## config.mk

```make
export PLATFORM = sky130hd
export DESIGN_NAME = icache_dm
export DESIGN_NICKNAME = d
export VERILOG_FILES = /design/src/rtl/icache_dm.sv
export SDC_FILE = /design/constraint.sdc
export NUM_CORES = 2
export LEC_CHECK = 0
export CAP_MARGIN = 20
export CORE_ASPECT_RATIO = 1.4
export CORE_MARGIN = 2
export CORE_UTILIZATION = 45
export CTS_CLUSTER_SIZE = 20
export DETAILED_ROUTE_END_ITERATION = 12
export PLACE_DENSITY = 0.66
export SYNTH_ARGS = -nofsm -noshare
export SYNTH_HDL_FRONTEND = slang
export SYNTH_MEMORY_MAX_BITS = 65536
export SYNTH_SLANG_ARGS = --single-unit
```

## constraint.sdc

```tcl
create_clock -name clk_in -period 10.45 [get_ports clk_in]
set_input_delay 3.135 -clock clk_in [delete_from_list [all_inputs] [get_ports clk_in]]
set_output_delay 3.135 -clock clk_in [all_outputs]
set_load 0.02 [all_outputs]
```

## src/rtl/icache_dm.sv

```systemverilog
// Direct-mapped instruction cache refilling whole lines over a byte-serial memory port.
// Optional hit/miss statistics outputs are enabled by defining ICACHE_STATS_EN.
module icache_dm #(
    parameter int LINE_BYTES_LOG  = 4,
    parameter int LINES_LOG       = 5,
    parameter int ADDR_LIMIT_BITS = 17
) (
    input  logic        clk_in,
    input  logic        rst_in,
    input  logic        req_valid,
    input  logic [31:0] req_pc,
    output logic        inst_valid,
    output logic [31:0] inst_out,
    output logic [31:0] inst_pc,
    input  logic        flush_in,
    output logic        busy,
    output logic        mem_req,
    output logic [31:0] mem_addr,
    input  logic        mem_grant,
    input  logic [7:0]  mem_byte,
    input  logic        mem_valid
`ifdef ICACHE_STATS_EN
    ,
    output logic [31:0] hit_count,
    output logic [31:0] miss_count
`endif
);

    localparam int L       = 1 << LINE_BYTES_LOG;
    localparam int N       = 1 << LINES_LOG;
    localparam int TAG_LSB = LINE_BYTES_LOG + LINES_LOG;
    localparam int TAG_W   = 32 - TAG_LSB;
    localparam int LINE_W  = 32 - LINE_BYTES_LOG;
    localparam int CNT_W   = LINE_BYTES_LOG + 1;

    localparam logic [CNT_W-1:0] CNT_ONE  = CNT_W'(1);
    localparam logic [CNT_W-1:0] CNT_LAST = CNT_W'(L - 1);
    localparam logic [CNT_W-1:0] CNT_FULL = CNT_W'(L);

    typedef enum logic [1:0] {
        IDLE,
        REFILL,
        DRAIN
    } state_t;

    state_t             state_q;
    logic [LINE_W-1:0]  line_q;
    logic [CNT_W-1:0]   issue_cnt_q, issue_cnt_d;
    logic [CNT_W-1:0]   recv_cnt_q, recv_cnt_d;
    logic [N-1:0]       valid_q;
    logic [TAG_W-1:0]   tag_q [N];
    logic [7:0]         data_q [N*L];
    logic               inst_valid_q;
    logic [31:0]        inst_out_q;
    logic [31:0]        inst_pc_q;
    logic               mem_req_q;
    logic [31:0]        mem_addr_q;
    logic               busy_q;

    logic [LINES_LOG-1:0]      req_idx;
    logic [TAG_W-1:0]          req_tag;
    logic [LINE_BYTES_LOG-3:0] req_word;
    logic                      in_range;
    logic                      hit;
    logic [31:0]               rd_word;
    logic [LINES_LOG-1:0]      refill_idx;
    logic [TAG_W-1:0]          refill_tag;
    logic                      grant_now;
    logic                      byte_accept;
    logic                      line_done;
    logic                      unused_pc_bits;

    assign req_idx  = req_pc[TAG_LSB-1:LINE_BYTES_LOG];
    assign req_tag  = req_pc[31:TAG_LSB];
    assign req_word = req_pc[LINE_BYTES_LOG-1:2];
    assign in_range = (req_pc[31:ADDR_LIMIT_BITS] == '0);
    assign hit      = valid_q[req_idx] && (tag_q[req_idx] == req_tag);
    assign rd_word  = {data_q[{req_idx, req_word, 2'd3}],
                       data_q[{req_idx, req_word, 2'd2}],
                       data_q[{req_idx, req_word, 2'd1}],
                       data_q[{req_idx, req_word, 2'd0}]};
    assign unused_pc_bits = ^req_pc[1:0];

    assign refill_idx  = line_q[LINES_LOG-1:0];
    assign refill_tag  = line_q[LINE_W-1:LINES_LOG];
    assign grant_now   = mem_req_q && mem_grant;
    // A byte is only accepted while one is outstanding, so stray strobes are dropped.
    assign byte_accept = (state_q == REFILL) && mem_valid && (issue_cnt_q != recv_cnt_q);
    assign line_done   = byte_accept && (recv_cnt_q == CNT_LAST);
    assign issue_cnt_d = issue_cnt_q + CNT_ONE;
    assign recv_cnt_d  = recv_cnt_q + CNT_ONE;

    always_ff @(posedge clk_in or posedge rst_in) begin
        if (rst_in) begin
            state_q      <= IDLE;
            line_q       <= '0;
            issue_cnt_q  <= '0;
            recv_cnt_q   <= '0;
            valid_q      <= '0;
            inst_valid_q <= 1'b0;
            inst_out_q   <= '0;
            inst_pc_q    <= '0;
            mem_req_q    <= 1'b0;
            mem_addr_q   <= '0;
            busy_q       <= 1'b0;
        end else begin
            inst_valid_q <= 1'b0;
            if (flush_in) begin
                valid_q     <= '0;
                mem_req_q   <= 1'b0;
                issue_cnt_q <= '0;
                recv_cnt_q  <= '0;
                // A byte granted on this edge still arrives next cycle; swallow it in DRAIN.
                if (state_q == REFILL && grant_now) begin
                    state_q <= DRAIN;
                    busy_q  <= 1'b1;
                end else begin
                    state_q <= IDLE;
                    busy_q  <= 1'b0;
                end
            end else begin
                unique case (state_q)
                    IDLE: begin
                        if (req_valid && in_range) begin
                            if (hit) begin
                                inst_valid_q <= 1'b1;
                                inst_out_q   <= rd_word;
                                inst_pc_q    <= {req_pc[31:2], 2'b00};
                            end else begin
                                line_q           <= req_pc[31:LINE_BYTES_LOG];
                                valid_q[req_idx] <= 1'b0;
                                mem_req_q        <= 1'b1;
                                mem_addr_q       <= {req_pc[31:LINE_BYTES_LOG], {LINE_BYTES_LOG{1'b0}}};
                                issue_cnt_q      <= '0;
                                recv_cnt_q       <= '0;
                                state_q          <= REFILL;
                                busy_q           <= 1'b1;
                            end
                        end
                    end
                    REFILL: begin
                        if (grant_now) begin
                            issue_cnt_q <= issue_cnt_d;
                            if (issue_cnt_d == CNT_FULL) begin
                                mem_req_q <= 1'b0;
                            end else begin
                                mem_addr_q <= {line_q, issue_cnt_d[LINE_BYTES_LOG-1:0]};
                            end
                        end
                        if (byte_accept) begin
                            recv_cnt_q <= recv_cnt_d;
                            if (line_done) begin
                                valid_q[refill_idx] <= 1'b1;
                                mem_req_q           <= 1'b0;
                                issue_cnt_q         <= '0;
                                recv_cnt_q          <= '0;
                                state_q             <= IDLE;
                                busy_q              <= 1'b0;
                            end
                        end
                    end
                    DRAIN: begin
                        state_q <= IDLE;
                        busy_q  <= 1'b0;
                    end
                    default: begin
                        state_q <= IDLE;
                        busy_q  <= 1'b0;
                    end
                endcase
            end
        end
    end

    always_ff @(posedge clk_in) begin
        if (byte_accept && !flush_in) begin
            data_q[{refill_idx, recv_cnt_q[LINE_BYTES_LOG-1:0]}] <= mem_byte;
        end
        if (line_done && !flush_in) begin
            tag_q[refill_idx] <= refill_tag;
        end
    end

    assign inst_valid = inst_valid_q;
    assign inst_out   = inst_out_q;
    assign inst_pc    = inst_pc_q;
    assign mem_req    = mem_req_q;
    assign mem_addr   = mem_addr_q;
    assign busy       = busy_q;

`ifdef ICACHE_STATS_EN
    logic [31:0] hit_count_q;
    logic [31:0] miss_count_q;

    always_ff @(posedge clk_in or posedge rst_in) begin
        if (rst_in) begin
            hit_count_q  <= '0;
            miss_count_q <= '0;
        end else if (!flush_in && state_q == IDLE && req_valid && in_range) begin
            if (hit) begin
                hit_count_q <= hit_count_q + 32'd1;
            end else begin
                miss_count_q <= miss_count_q + 32'd1;
            end
        end
    end

    assign hit_count  = hit_count_q;
    assign miss_count = miss_count_q;
`endif

endmodule

```

==> out/qor.yml <==
status: "finished with violations"
violations: "design-rule violations"
drc: 2
clk_path_buf_depth: 4
period_needed_ps: 8120
p_sw_mw: 8.25
p_int_mw: 31.7
nets: 9246
clock_skew_ps: 52.9
final_antenna_net_count: 0
ys.flop_type: "edfxtp_1"
fillers: 33169
avgSynthCellArea_sq_um: 21.7
ff2ff_path_depth: 9
synth_cell_type_count: 70
leakagePower_nw: 69.1
cp.required_ps: 11280
ys_async_sr_fraction_pct: 3.38
htreeDepth: 5
critPathKind: "in -> reg"
numClockSinks: 5001
pwr-share-clk_pct: 40.6
gr-usage-all-layers_pct: 22.7
report.final.setup_viol: 0
tritoncts: "done"
p_sw_share_pct: 20.7
ys_warn_count: 0
grt_antenna_before_repair: 15
synthCells: 8935
cp.arrival_ps: 8960
peakVddDrop_mv: 0.157
startpoint_type: "input port"
grt_remaining_overflow: 0
min_path_cells: 1
clock_latency_ps: 980
hold_path_class: "reg -> reg"
first_iter_violations: 11693
wirelength_microns: 501000
synth_edf_count: 4832
syn_area_sq_um: 194000
relSlewSlack_pct: 16.2
numPortBuffers: 140
path_clk_slew_ps: 70
post_cts_resized: 0
area_growth_pct: 12.1
hpwl_microns: 301000
cp-end-kind: "flop"
grt_max_degree: 193
path_max_fanout: 40
crit_chain: "buf_4, nand4bb_2, buf_4, o22ai_1, nor4_1, nand2_1, xor2_1, nor4_1, nand2_1, o21ai_2, or2_2, mux2_2"
netlist.top_cell.by_area: "edfxtp_1"
clock.fmax_mhz: 123
vias_per_cell: 6.11
dpl_cell_area_sq_um: 203000
grt_pass1_vias: 94925
finalWeightedCongestion: 0.851
cts_hold_buffers: 0
multiInputGateArea_sq_um: 42300
mostFrequentLayoutCells: "4832 x edfxtp_1, 1281 x mux4_2, 604 x nor2_1"
rsz0062_at_grt: "false"
synth_area_leaders: "edfxtp_1 75%, mux4_2 15%, dfrtp_1 2.2%, mux2i_1 2.1%, nor2_1 1.2%"
setup_tns_ps: 0
wire_per_inst_microns: 32.8
fp.dieH_microns: 780
finalCritPeriodShare_pct: 77.7
grt_pass1_wl_microns: 708000
synth_top_area_share_pct: 75.0
ys_ff_latch: 5001
hold_viol: 0
tightest_slew_ps: 1260
initial_core_util_pct: 45.2
power_frac_comb_pct: 4.5
max_stage_delay_ps: 970
powerDensity_nw_per_um2: 184
cts_root_buf: "clkbuf_16"
cap_violations: 0
drive_gt1_share_pct: 24.4
core_sq_um: 428000
finalPower_mw: 39.9
cpMaxStageDelayCell: "nand4bb_2"
final_common_cell: "edfxtp_1"
num_io_pins: 145
vias: 93219
yosysSeqAreaShare_pct: 77.2
regArea_sq_um: 149000
drtPass1Iterations: 12
dieArea_sq_um: 435000
post_cts_buffers: 0
num_rows: 284
final_max_slew_viol_count: 0
fin_area_sq_um: 217000
fp.dieW_microns: 558
pwr-share-seq_pct: 54.9
cts_buffers: 427
## power by group through the flow
stage | Clock (mW) | Sequential (mW) | Combinational (mW)
finish | 16.2 | 21.9 | 1.80
global route | 17.1 | 21.9 | 1.88
floorplan | 0 | 22.4 | 0.958
detailed placement | 0 | 22.4 | 1.82
CTS | 16.4 | 21.9 | 1.82
global placement | 0 | 22.3 | 1.78
## layer usage
metal | up-vias | part of all wire, % | global-route usage (%)
met4 | 10 | 5.4 | 10.7
met1 | 50137 | 36 | 28.8
li1 | 37730 | - | -
met5 | - | 0.013 | 0
met3 | 971 | 8.0 | 3.96
met2 | 4371 | 50 | 38.1
## cell families (layout without fill, tap and decap cells)
kind of cell,after synthesis,in the layout,share of synthesized area [%]
AO/OA/AOI/OAI,503,503,1.68
XOR/XNOR,15,15,0.0679
adder cells (fa/ha/maj),5,5,0.0323
buffers and inverters,567,1169,1.22
flip-flops,5001,5001,77.2
multiplexers,1760,1760,17.4
other,1,4,0.00194
AND/OR/NAND/NOR,1083,1083,2.40
## flip-flops by register name, summed over array words and instances, names as in the netlist
name / count
issue_cnt_q: 5
data_q: 4096
mem_addr: 32
tag_q: 736
inst_pc: 30
mem_req: 1
line_q: 28
state_q: 2
busy: 1
valid_q: 32
inst_out: 32
recv_cnt_q: 5
inst_valid: 1
## final timing paths
| path | startpoint | to | slack [ps] |
|---|---|---|---|
| hold / removal | inst_pc[12] | inst_pc[12] | 480 |
| setup reg to reg | recv_cnt_q[2] | tag_q[13][12] | 5780 |
| hold reg to reg | inst_pc[12] | inst_pc[12] | 480 |
| min in group asynchronous | rst_in | inst_out[25] | 2660 |
| setup / recovery | req_pc[6] | line_q[3] | 2330 |
| max in group asynchronous | rst_in | inst_out[22] | 6310 |
## cell usage after synthesis (61+ instances only)
cell type,count
nand2_1,225
o22ai_1,201
a21oi_1,75
mux2_2,61
dfrtp_1,169
mux4_2,1281
buf_1,89
buf_2,140
mux2i_1,404
clkbuf_1,299
o21ai_0,70
nor2_1,643
edfxtp_1,4832
## critical path: cells and delay by family
family,cells,cell delay [ps]
buffers and inverters,2,1310
and+or+nand+nor,6,3100
xor gates and xnor gates,1,60
muxes,1,430
AOI/OAI and AO/OA,2,840
## per-stage QoR
stage / hold WS, ps / instances / worst slack, ps / util (%)
final: 484 / 15260 / 2330 / 50.7
after global routing: 514 / 15259 / 2300 / 50.7
after CTS: 489 / 15256 / 2560 / 50.7
after detailed placement: 474 / 14484 / 1550 / 47.4
after global placement: 469 / 14478 / 1560 / 47.3
after floorplan: 487 / 8936 / 2740 / -
## layout make-up
| class | count | share of cell area, % |
|---|---|---|
| multi-input cells | 3368 | 19.5 |
| flip-flops and latches | 5001 | 68.9 |
| well taps | 5720 | 3.30 |
| diodes | 2 | 0.00231 |
| clock buffers | 526 | 5.26 |
| clock inverters | 246 | 1.27 |
| inverters | 23 | 0.0479 |
| repair buffers | 374 | 1.74 |
Power figures use the tool's default switching activity.
